[src/rtl/fifo_drain_ctrl.sv]
// fifo_drain_ctrl: drains complete bursts of up to BURST_LEN bytes from a byte FIFO onto a valid/ready stream.
// Define FIFO_DRAIN_CTRL_FLUSH_EN to flush partial bursts after TIMEOUT write-idle cycles.
module fifo_drain_ctrl #(
  parameter int DEPTH     = 16,
  parameter int BURST_LEN = 4,
  parameter int TIMEOUT   = 15
) (
  input  logic                         clk,
  input  logic                         reset_n,
  input  logic                         fifo_wr_en,
  input  logic                         fifo_empty,
  input  logic [7:0]                   fifo_data,
  output logic                         fifo_rd_en,
  output logic [7:0]                   m_data,
  output logic                         m_valid,
  input  logic                         m_ready,
  output logic                         m_last,
  output logic [$clog2(DEPTH+1)-1:0]   level,
  output logic                         err
);
  localparam int LW = $clog2(DEPTH + 1);
  localparam logic [LW-1:0] ONE     = LW'(1);
  localparam logic [LW-1:0] DEPTH_L = LW'(DEPTH);
  localparam logic [LW-1:0] BURST_L = LW'(BURST_LEN);

  typedef enum logic [1:0] {IDLE, RD, CAP, OUT} state_t;

  state_t        state_q, state_d;
  logic [LW-1:0] level_q, level_d, rem_q, rem_d;
  logic [7:0]    m_data_q, m_data_d;
  logic          m_valid_q, m_valid_d, m_last_q, m_last_d, err_q, err_d;
  logic          full_burst, flush, start;

  assign full_burst = level_q >= BURST_L;
  assign start      = full_burst | flush;

`ifdef FIFO_DRAIN_CTRL_FLUSH_EN
  logic [7:0] timer_q, timer_d;
  // Counts only while a partial burst sits untouched; saturates at TIMEOUT until the burst starts.
  always_comb begin
    timer_d = '0;
    if (state_q == IDLE && !start && !fifo_wr_en && level_q != '0 && !full_burst)
      timer_d = (timer_q == 8'(TIMEOUT)) ? timer_q : timer_q + 8'd1;
  end
  assign flush = (timer_q == 8'(TIMEOUT)) && level_q != '0;
  always_ff @(posedge clk or negedge reset_n)
    if (!reset_n) timer_q <= '0;
    else          timer_q <= timer_d;
`else
  assign flush = 1'b0;
`endif

  // Occupancy: simultaneous write and read cancel; writes into a full FIFO are dropped.
  always_comb begin
    level_d = level_q;
    if (fifo_wr_en && !fifo_rd_en && level_q != DEPTH_L) level_d = level_q + ONE;
    else if (!fifo_wr_en && fifo_rd_en && level_q != '0) level_d = level_q - ONE;
  end

  always_ff @(posedge clk or negedge reset_n) begin
    if (!reset_n) begin
      state_q   <= IDLE;
      level_q   <= '0;
      rem_q     <= '0;
      m_data_q  <= '0;
      m_valid_q <= 1'b0;
      m_last_q  <= 1'b0;
      err_q     <= 1'b0;
    end else begin
      state_q   <= state_d;
      level_q   <= level_d;
      rem_q     <= rem_d;
      m_data_q  <= m_data_d;
      m_valid_q <= m_valid_d;
      m_last_q  <= m_last_d;
      err_q     <= err_d;
    end
  end

  always_comb begin
    state_d   = state_q;
    rem_d     = rem_q;
    m_data_d  = m_data_q;
    m_valid_d = m_valid_q;
    m_last_d  = m_last_q;
    err_d     = err_q;
    case (state_q)
      IDLE: if (start) begin
        state_d = RD;
        rem_d   = full_burst ? BURST_L : level_q;
      end
      RD: begin
        state_d = fifo_empty ? IDLE : CAP;
        rem_d   = fifo_empty ? rem_q : rem_q - ONE;
        err_d   = err_q | fifo_empty;
      end
      CAP: begin
        state_d   = OUT;
        m_data_d  = fifo_data;
        m_valid_d = 1'b1;
        m_last_d  = rem_q == '0;
      end
      OUT: if (m_ready) begin
        state_d   = m_last_q ? IDLE : RD;
        m_valid_d = 1'b0;
        m_last_d  = 1'b0;
      end
      default: state_d = IDLE;
    endcase
  end

  always_comb begin
    fifo_rd_en = (state_q == RD) && !fifo_empty;
  end

  assign m_data  = m_data_q;
  assign m_valid = m_valid_q;
  assign m_last  = m_last_q;
  assign level   = level_q;
  assign err     = err_q;
endmodule

[config.mk]
export PLATFORM = sky130hd
export DESIGN_NAME = fifo_drain_ctrl
export DESIGN_NICKNAME = d
export VERILOG_FILES = /design/src/rtl/fifo_drain_ctrl.sv
export SDC_FILE = /design/constraint.sdc
export NUM_CORES = 1
export LEC_CHECK = 0
export ABC_CLOCK_PERIOD_IN_PS = 6200
export CAP_MARGIN = 25
export CORE_UTILIZATION = 30
export CTS_BUF_LIST = sky130_fd_sc_hd__clkbuf_2 sky130_fd_sc_hd__clkbuf_4 sky130_fd_sc_hd__clkbuf_8
export DETAILED_ROUTE_END_ITERATION = 16
export PLACE_DENSITY_LB_ADDON = 0.25
export SETUP_SLACK_MARGIN = 0.15
export SLEW_MARGIN = 20
export SYNTH_ARGS = -nofsm -noshare
export SYNTH_HDL_FRONTEND = slang
export SYNTH_SLANG_ARGS = --single-unit
export TNS_END_PERCENT = 20
[constraint.sdc]
create_clock -name clk -period 6.2 [get_ports clk]
set_input_delay 0.93 -clock clk [delete_from_list [all_inputs] [get_ports clk]]
set_output_delay 0.93 -clock clk [all_outputs]
set_load 0.02 [all_outputs]
# Word level (Yosys, flattened, before mapping)
# Cells that the tools add are included.
[totals]
wordCells = 49
ff_bits = 23
input_bits = 13
output_inout_bits = 17
[classes]
add_sub_neg = 3
bitwise = 1
reduce_logical = 17
n_eq_ne = 7
n_lt_le_gt_ge = 1
n_mux = 13
[ops]
columns = ["operator", "count"]
rows = [
  ["two-way mux 5 bit", 4],
  ["case mux 5 bit (2 select lines)", 1],
  ["subtractor 5 x 1 -> 5 bit, second input constant", 2],
  ["case mux 2 bit (4 select lines)", 1],
  ["two-way mux 2 bit", 3],
  ["!= test 2 bit, second input constant", 3],
  ["nonzero test 2 bit", 3],
  ["adder 5 x 1 -> 5 bit, second input constant", 1],
  ["greater-or-equal comparator 5 x 3 -> 1 bit, second input constant", 1],
  ["logical AND 1 bit", 5],
  ["zero test 5 bit", 1],
  ["!= test 5 bit, second input constant", 1],
  ["nonzero test 5 bit", 1],
  ["== test 2 bit, second input constant", 2],
  ["case mux 1 bit (2 select lines)", 2],
  ["AND reduction 2 bit", 2],
  ["zero test 1 bit", 3],
  ["AND reduction 3 bit", 1],
  ["== test 2 x 1 -> 1 bit, second input constant", 1],
  ["zero test 2 bit", 1],
  ["two-way mux 1 bit", 2],
  ["OR 1 bit", 1],
]

# Logic depth before layout (Yosys ltp)
# Gate-level depths: netlist of run 1.
[depth]
word_depth = 6
mapped_depth = 10
mapped_depth_nobuf = 8

# Worst setup path before layout of run 1
# No wires, ideal clock.
[synth_timing]
path_kind = "input-to-reg"
from = "input fifo_empty"
to = "register level_q[3] (netlist: level[3])"
cell_stages = 9
arrival_time_ns = 2.641
required_time_ns = 6.077
setup_ns = 0.123
slack_ns = 3.437
path_buffers = 1
cell_sequence = "or3b_1 > buf_6 > and2_4 > nand2_1 > ha_1 > a21oi_1 > and3b_1 > nor3_1 > o221a_2"
[synth_via]
elab_chain_len = 6
word_cells_on_any_way = 9
cone_classes = "mux: 1; reduce/logical: 8"
[synth_rtl]
columns = ["element", "line", "rtl"]
rows = [
  ["start: declaration", "11", "input logic fifo_empty,"],
  ["zero test 1 bit *", "113", "fifo_rd_en = (state_q == RD) && !fifo_empty;"],
  ["logical AND 1 bit *", "113", ""],
  ["zero test 1 bit", "56", "if (fifo_wr_en && !fifo_rd_en && level_q != DEPTH_L) level_d = level_q + ONE;"],
  ["logical AND 1 bit (2 in a row)", "56", ""],
  ["two-way mux 5 bit / nonzero test 2 bit (equally long branches)", "-", ""],
  ["end signal: assignment", "71", "level_q <= level_d;"],
  ["end: declaration", "29", "logic [LW-1:0] level_q, level_d, rem_q, rem_d;"],
]
# Every way passes the cells marked *; elsewhere a longest branch is shown, timed or not.
# A chain may end at the register's enable or synchronous reset.

# Worst setup path after layout of run 1
[layout_timing]
from = "input fifo_empty"
to = "output fifo_rd_en"
[layout_via]
elab_chain_len = 2
[layout_rtl]
columns = ["element", "line", "rtl"]
rows = [
  ["zero test 1 bit", "113", ""],
  ["logical AND 1 bit", "113", ""],
  ["end: declaration", "13", "output logic fifo_rd_en,"],
]
# No other way between the ends.

==> results of run 1 <==
-- flip-flops by register name (all words and copies together), names as in the netlist, named ones only --
signal,flops
err,1
m_valid,1
m_data,8
m_last,1
rem_q,5
state_q,1
level,5
-- cell usage after synthesis (all sizes together) (3+ instances only) --
| library cell | instances |
|---|---|
| mux2 | 8 |
| and2 | 3 |
| ha | 5 |
| a21oi | 4 |
| buf | 3 |
| inv | 5 |
| nor2 | 10 |
| nand2 | 9 |
| nor3 | 4 |
| xor2 | 4 |
| dfrtp | 23 |
| o21ai | 5 |
-- routing by layer --
metal | wire [um] | vias to the layer above
li1 | - | 461
met1 | 1070 | 455
met2 | 1200 | 27
met3 | 126 | 4
met4 | 35 | 0
met5 | 0 | -
-- kinds of logic (layout without fill, tap and decap cells) --
group,Yosys count,in the layout
and+or+nand+nor,39,39
buffers and inverters,9,38
muxes,9,9
adders and majority gates,6,6
xor gates and xnor gates,6,6
DFF,23,23
AOI/OAI and AO/OA,21,21
-- final cells by class --
| cell class | count | area [sq um] |
|---|---|---|
| sequential | 23 | 576 |
| multi-input combinational | 81 | 601 |
| clock buffer | 4 | 48.8 |
| tap | 48 | 60.1 |
| inverter | 5 | 18.8 |
| fill | 371 | 2210 |
| timing repair buffer | 29 | 285 |
-- per-stage QoR --
step / std cells / hold slack (ns) / total power, mW / area, sq um
after floorplan: 113 / 0.464 / 0.591 / 1220
after global placement: 186 / 0.458 / 0.746 / 1550
after detailed placement: 186 / 0.473 / 0.752 / 1550
after CTS: 190 / 0.484 / 0.853 / 1590
after global routing: 190 / 0.505 / 0.916 / 1590
final: 190 / 0.480 / 0.844 / 1590
-- power by group through the flow --
stage	Sequential (mW)	Combinational (mW)	Clock, mW
after floorplan	0.335	0.256	0
after global placement	0.294	0.451	0
after detailed placement	0.296	0.456	0
after CTS	0.294	0.459	0.0996
after global routing	0.307	0.503	0.106
final	0.294	0.455	0.0948
-- layout by cell type (no fill, tap or decap), drive strengths merged, types with 3 or more instances in the layout --
cell type and n:
clkdlybuf4s50 28, inv 5, a21oi 4, ha 5
nor2 10, o21ai 5, mux2 8, and2 3
dfrtp 23, clkbuf 4, xor2 4, nor3 4
nand2 9
-- how the worst max path moves through the flow --
stage	from	end	slack, ns	cells past startpoint
final	fifo_empty	fifo_rd_en	2.59	4
after global routing	fifo_empty	fifo_rd_en	2.54	4
after CTS	fifo_empty	fifo_rd_en	2.59	4
after detailed placement	fifo_empty	fifo_rd_en	2.60	4
after global placement	fifo_empty	fifo_rd_en	2.61	4
after floorplan	fifo_empty	level[3]$_DFFE_PN0P_	3.44	9
==> flow_summary.toml, run 1 <==
[grt]
grt_max_degree = 24
met2_usage_pct = 22.1
grt.total_usage_pct = 12.3
grt_pass1_vias = 955
gr-usage-met1_pct = 14.0
grtUsageMet3_pct = 1.90
grt_pass1_wl_mm = 4.10
antenna_found_initial = 0
grt_remaining_overflow = 0
grt_busiest_layer = "met2"

[floorplan]
coreArea_sq_um = 3800
die_y_um = 65.9
start_util_pct = 32.2
rows = 22
io-pin-count = 30
die_w_um = 65.9
die-area_sq_um = 4340

[timing]
fmax_mhz = 277
skew_ns = 0.00118
min_period_over_period_pct = 58.2
fin_crit_ns = 3.61
slew-limit-headroom_pct = 66.6
rsz0062_at_grt = "no"
fin_setup_tns_ns = 0
hold_viol = 0
finalWorstSetupSlack_ns = 2.59
finalMaxSlewViolations = 0
tightestPinTransition_ns = 0.502
setup_viol = 0

[min_path]
hold_class = "reg -> reg"
hold_depth = 1
whs_endpoint = "state_q[0]$_DFFE_PN0P_"
hp-start = "m_last$_DFFE_PN0P_"

[logic_synthesis]
synthDistinctLibCells = 42
synth_fa_ha_area_share_pct = 6.74
synth_compound_area_share_pct = 11.7
yosys_warnings = 0
synth_area_leader_cell = "dfrtp_1"
ys_ff_latch = 23
synth_enable_flop_cells = 0
syn_avg_cell_area_sq_um = 10.8
synth_area_sq_um = 1220
syn_inst = 113
ys.flop_type = "dfrtp_1"
synth.area.top_cells = "dfrtp_1, mux2_2, ha_1"
synth_top_area_share_pct = 47.0
synth.area.mux_share_pct = 9.19
synth_xor_area_share_pct = 4.29
synthArstFlopShare_pct = 100
synth-simple-area-share_pct = 17.1
synth_top_family_by_area = "simple AND/OR/NAND/NOR gates"
yosysSeqAreaShare_pct = 47.0
syn_nets = 132

[place]
buffer_ports.inserted = 29
place.gp.congestion = 0.839
hpwlAfterDp_mm = 1.82
dpl_worst_slack_ns = 2.60

[critical_path]
worstSetupStartpointType = "input pin"
critPathKind = "in -> out"
critical-path-max-stage-delay_ns = 0.61
crit_top_cell = "clkdlybuf4s50_1"
worstPathArrival_ns = 2.68
ff2ff_setup_slack_ns = 3.62
critPathBufInv = 3
r2r-start = "state_q[0]$_DFFE_PN0P_"
reg2regPathDepth = 8
r2r-end = "level[3]$_DFFE_PN0P_"
path_delay_family = "buffers and inverters"
path_max_fanout = 9
endpoint_kind = "primary output"
cp_cell_sequence = "clkdlybuf4s50_1 -> or3b_1 -> inv_2 -> clkdlybuf4s50_1"
cp.required_ns = 5.27
cp_slowest_cell = "clkdlybuf4s50_1"

[clock_network]
htreeDepth = 1
cts_hold_buf = 0
clockBufferDepth = 2
clk_pin_slew_ns = 0.08
root_buffer = "clkbuf_8"
numCtsBuffers = 3
post_cts_buffers = 0
cts_tree = "built"
clock-sinks = 23
insertion_delay_ns = 0.26
cts_resized = 0

[drt]
wirelength_mm = 2.43
wl_per_cell_um = 12.8
viasPerCell = 4.98
ant_nets = 0
vias = 947
first_pass_iters = 4
drt_iter0_markers = 40
drc = 0

[power_and_ir_drop]
power_frac_comb_pct = 53.9
cellPowerDensity_nw_per_um2 = 531
power_switching_share_pct = 40.4
power.leakage_nw = 0.662
clock_power_share_pct = 11.2
pwr-share-seq_pct = 34.9
ir_drop_v = 0.000107
p_sw_mw = 0.341
p_int_mw = 0.503

[finish]
fin_nets = 162
diodes = 0
final_util_pct = 41.8
drive_above_1_share_pct = 16.2
syn2layout_area_growth_pct = 29.7

[status]
status = "completed"

[run]
cap_violations = 0
Note: power is estimated with default switching activity, not from simulation.
==> inputs of run 2 (changes only) <==
Settings changed: ABC_CLOCK_PERIOD_IN_PS 6200 to 3000.
Clock period 6.2 ns to 3 ns, I/O delays scaled along.
==> run 2 against run 1 <==
Compared with the run above: power increased by 110%; worst setup slack lost 2.2 ns; critical path depth increased by 1; non-clock buffer count up 2; largest power group unchanged.
==> flow_summary.toml, run 2 (synthesis results as in run 1) <==
[critical_path]
worstSetupStartpointType = "input pin"
endpoint_kind = "primary output"
cp_cell_sequence = "clkdlybuf4s50_1 -> or3b_1 -> buf_4 -> inv_2 -> clkdlybuf4s50_1"
cp_slowest_cell = "clkdlybuf4s50_1"
cp.required_ns = 2.55
critPathBufInv = 4
worstPathArrival_ns = 2.19
critPathKind = "in -> out"
crit_top_cell = "clkdlybuf4s50_1"
path_max_fanout = 8
path_delay_family = "buffers and inverters"
critical-path-max-stage-delay_ns = 0.61

[drt]
drc = 0
wl_per_cell_um = 13.1
ant_nets = 0
first_pass_iters = 4
vias = 945
wirelength_mm = 2.52
viasPerCell = 4.92
drt_iter0_markers = 45

[grt]
grt.total_usage_pct = 13.0
grt_max_degree = 24
antenna_found_initial = 0
grt_pass1_wl_mm = 4.34
grt_pass1_vias = 983
grt_remaining_overflow = 0

[floorplan]
die_w_um = 65.9
coreArea_sq_um = 3800
die-area_sq_um = 4340
start_util_pct = 32.2
die_y_um = 65.9
io-pin-count = 30
rows = 22

[clock_network]
htreeDepth = 1
cts_resized = 0
cts_hold_buf = 0
clk_pin_slew_ns = 0.08
cts_tree = "built"
clock-sinks = 23
insertion_delay_ns = 0.26
numCtsBuffers = 3
root_buffer = "clkbuf_8"
clockBufferDepth = 2
post_cts_buffers = 0

[timing]
finalWorstSetupSlack_ns = 0.356
hold_viol = 0
setup_viol = 0
finalMaxSlewViolations = 0
slew-limit-headroom_pct = 65.8
rsz0062_at_grt = "no"
tightestPinTransition_ns = 0.512
fin_crit_ns = 2.64
min_period_over_period_pct = 88.1
skew_ns = 0.00245
fin_setup_tns_ns = 0
fmax_mhz = 378

[min_path]
hold_class = "reg -> reg"

[finish]
final_cell_mix = "clkdlybuf4s50_1, dfrtp_1, nand2_1, nor2_1, mux2_2"
final_common_cell = "clkdlybuf4s50_1"
register_area_sq_um = 576
drive_above_1_share_pct = 16.7
fill_cells = 375
largest_register_ffs = 8
syn2layout_area_growth_pct = 31.2
fin_nets = 164
multiInputGateArea_sq_um = 601
diodes = 0

[power_and_ir_drop]
ir_drop_v = 0.000265
cellPowerDensity_nw_per_um2 = 1090
power.leakage_nw = 0.670

[run]
cap_violations = 0

[place]
buffer_ports.inserted = 29
place.gp.congestion = 0.793
hpwlAfterDp_mm = 1.92
dpl_worst_slack_ns = 0.192

[status]
status = "completed"
run 2: layout make-up:
cell class | count | share of cell area (%)
Multi-Input combinational cell | 81 | 37.4
Sequential cell | 23 | 35.8
Timing Repair Buffer | 31 | 19.0
Tap cell | 48 | 3.74
Clock buffer | 3 | 2.57
Inverter | 5 | 1.17
Clock inverter | 1 | 0.312
run 2: per-layer routing:
layer | global-route usage, % | routed length (um) | share of wire, %
met3 | 2.76 | 130 | 5.2
met4 | 4.89 | 12 | 0.48
met1 | 16.5 | 1130 | 45
met5 | 0 | 0 | 0
met2 | 21.3 | 1250 | 50
run 2: stage by stage:
| step | util [%] | hold WS (ns) | cell area, sq um | std cells | power, mW |
|---|---|---|---|---|---|
| final | 42.3 | 0.470 | 1610 | 192 | 1.75 |
| after global routing | 42.3 | 0.502 | 1610 | 192 | 1.90 |
| after CTS | 42.3 | 0.476 | 1610 | 192 | 1.77 |
| after detailed placement | 41.1 | 0.460 | 1560 | 188 | 1.57 |
| after global placement | 41.1 | 0.455 | 1560 | 188 | 1.54 |
| after floorplan | - | 0.154 | 1220 | 113 | 1.22 |
run 2: final timing paths:
kind	startpoint	endpoint	slack, ns	depth (start not counted)
max	fifo_empty	fifo_rd_en	0.36	5
max in group asynchronous	reset_n	state_q[0]$_DFFE_PN0P_	2.23	2
min	m_last$_DFFE_PN0P_	state_q[0]$_DFFE_PN0P_	0.47	1
min in group asynchronous	reset_n	m_data[7]$_DFFE_PN0P_	0.54	2
min reg2reg	m_last$_DFFE_PN0P_	state_q[0]$_DFFE_PN0P_	0.47	1
max reg2reg	level[1]$_DFFE_PN0P_	level[3]$_DFFE_PN0P_	0.51	8
run 2: where the power goes:
part	internal (mW)	switching [mW]
logic	0.489	0.471
clock network	0.0926	0.0976
registers	0.454	0.149
total	1.04	0.718
==> inputs of run 3 (changes only) <==
Settings changed: CORE_UTILIZATION 30 to 45, SLEW_MARGIN 20 to 5.
==> run 3 against run 2 <==
Compared with the run above: register-to-register slack improved by 0.02 ns; non-clock buffer count is the same; critical path type unchanged; cell count down 9.4%; maximum frequency rose by 0.20%; clock skew increased by 0.0013 ns.
==> flow_summary.toml, run 3 (synthesis results as in run 1) <==
[status]
status = "completed"

[clock_network]
numCtsBuffers = 3
cts_resized = 0
htreeDepth = 1
clock-sinks = 23
clockBufferDepth = 2
post_cts_buffers = 0
insertion_delay_ns = 0.30
root_buffer = "clkbuf_4"
clk_pin_slew_ns = 0.12
cts_hold_buf = 0
cts_tree = "built"

[finish]
fin_nets = 164
diodes = 0
final_common_cell = "clkdlybuf4s50_1"
drive_above_1_share_pct = 16.7
syn2layout_area_growth_pct = 28.0
final_util_pct = 62.2
largest_register_ffs = 8
instances_no_fill = 174
final_cell_mix = "clkdlybuf4s50_1, dfrtp_1, nand2_1, nor2_1, mux2_2"
fill_cells = 220

[drt]
first_pass_iters = 4
drc = 0
wirelength_mm = 2.42
wl_per_cell_um = 13.9
ant_nets = 0
vias = 952
drt_iter0_markers = 4
viasPerCell = 5.47

[critical_path]
reg2regPathDepth = 8
worstPathArrival_ns = 2.19
r2r-end = "level[3]$_DFFE_PN0P_"
critPathKind = "in -> out"
path_max_fanout = 8
r2r-start = "level[1]$_DFFE_PN0P_"
ff2ff_setup_slack_ns = 0.53
cp.required_ns = 2.55
endpoint_kind = "primary output"
worstSetupStartpointType = "input pin"

[floorplan]
die_w_um = 54.2
die_y_um = 54.2
coreArea_sq_um = 2520
rows = 18
io-pin-count = 30
die-area_sq_um = 2930
start_util_pct = 48.6

[grt]
grt_pass1_vias = 902
grt.total_usage_pct = 18.7
grt_pass1_wl_mm = 3.88
antenna_found_initial = 0
grt_max_degree = 24
grt_remaining_overflow = 0

[timing]
slew-limit-headroom_pct = 66.3
fin_crit_ns = 2.64
fmax_mhz = 379
rsz0062_at_grt = "no"
fin_setup_tns_ns = 0
setup_viol = 0
hold_viol = 0
min_period_over_period_pct = 87.9
tightestPinTransition_ns = 0.506
finalMaxSlewViolations = 0
skew_ns = 0.00375

[power_and_ir_drop]
ir_drop_v = 0.000576
cellPowerDensity_nw_per_um2 = 1090
clock_power_share_pct = 8.8
pwr-share-seq_pct = 35.3
power_frac_comb_pct = 56.0
power_switching_share_pct = 41.4
p_sw_mw = 0.706
p_int_mw = 1.00
power.leakage_nw = 0.663

[place]
place.gp.congestion = 0.874
buffer_ports.inserted = 29
hpwlAfterDp_mm = 1.88
dp.cells = 170

[run]
cap_violations = 0

[min_path]
hold_class = "in -> async"
==> run 3: layer usage <==
| layer | global-route usage [%] | part of all wire, % |
|---|---|---|
| met2 | 30.7 | 46 |
| met1 | 24.0 | 47 |
| met4 | 6.84 | 0.99 |
| met3 | 3.95 | 5.7 |
| met5 | 0 | 0 |
==> run 3: worst max-delay path, stage by stage <==
cell and delay, ns:
clkdlybuf4s50_1 0.48, or3b_1 0.39, buf_4 0.18, inv_2 0.08, clkdlybuf4s50_1 0.60
==> run 3: area by class of cell <==
| cell class | instances | area, sq um | share of cell area (%) |
|---|---|---|---|
| Sequential cell | 23 | 576 | 36.7 |
| Tap cell | 30 | 37.5 | 2.39 |
| Inverter | 5 | 18.8 | 1.20 |
| Timing Repair Buffer | 31 | 305 | 19.5 |
| Clock buffer | 4 | 30.0 | 1.92 |
| Multi-Input combinational cell | 81 | 601 | 38.3 |
==> run 3: power by group through the flow <==
stage / sequential (mW) / clock [mW] / combinational, mW
3_5_place_dp: 0.612 / 0 / 0.957
3_3_place_gp: 0.601 / 0 / 0.933
4_1_cts: 0.604 / 0.157 / 0.963
6_report: 0.602 / 0.150 / 0.956
2_1_floorplan: 0.692 / 0 / 0.530
5_1_grt: 0.629 / 0.168 / 1.05
==> run 3: worst max-delay path by stage <==
stage,cells past startpoint,slack (ns),start,endpoint
after global placement,9,0.29,fifo_empty,level[3]$_DFFE_PN0P_
after CTS,5,0.37,fifo_empty,fifo_rd_en
after detailed placement,9,0.18,fifo_empty,level[3]$_DFFE_PN0P_
final,5,0.36,fifo_empty,fifo_rd_en
after floorplan,9,0.71,register,level[3]$_DFFE_PN0P_
after global routing,8,0.25,level[0]$_DFFE_PN0P_,level[3]$_DFFE_PN0P_
==> run 3: stage by stage <==
stage	hold slack, ns	worst slack (ns)	instance area [sq um]	total power, mW
after floorplan	0.154	0.714	1220	1.22
after global placement	0.450	0.293	1540	1.53
after detailed placement	0.454	0.179	1540	1.57
after CTS	0.481	0.372	1570	1.72
after global routing	0.503	0.247	1570	1.85
final	0.476	0.362	1570	1.71
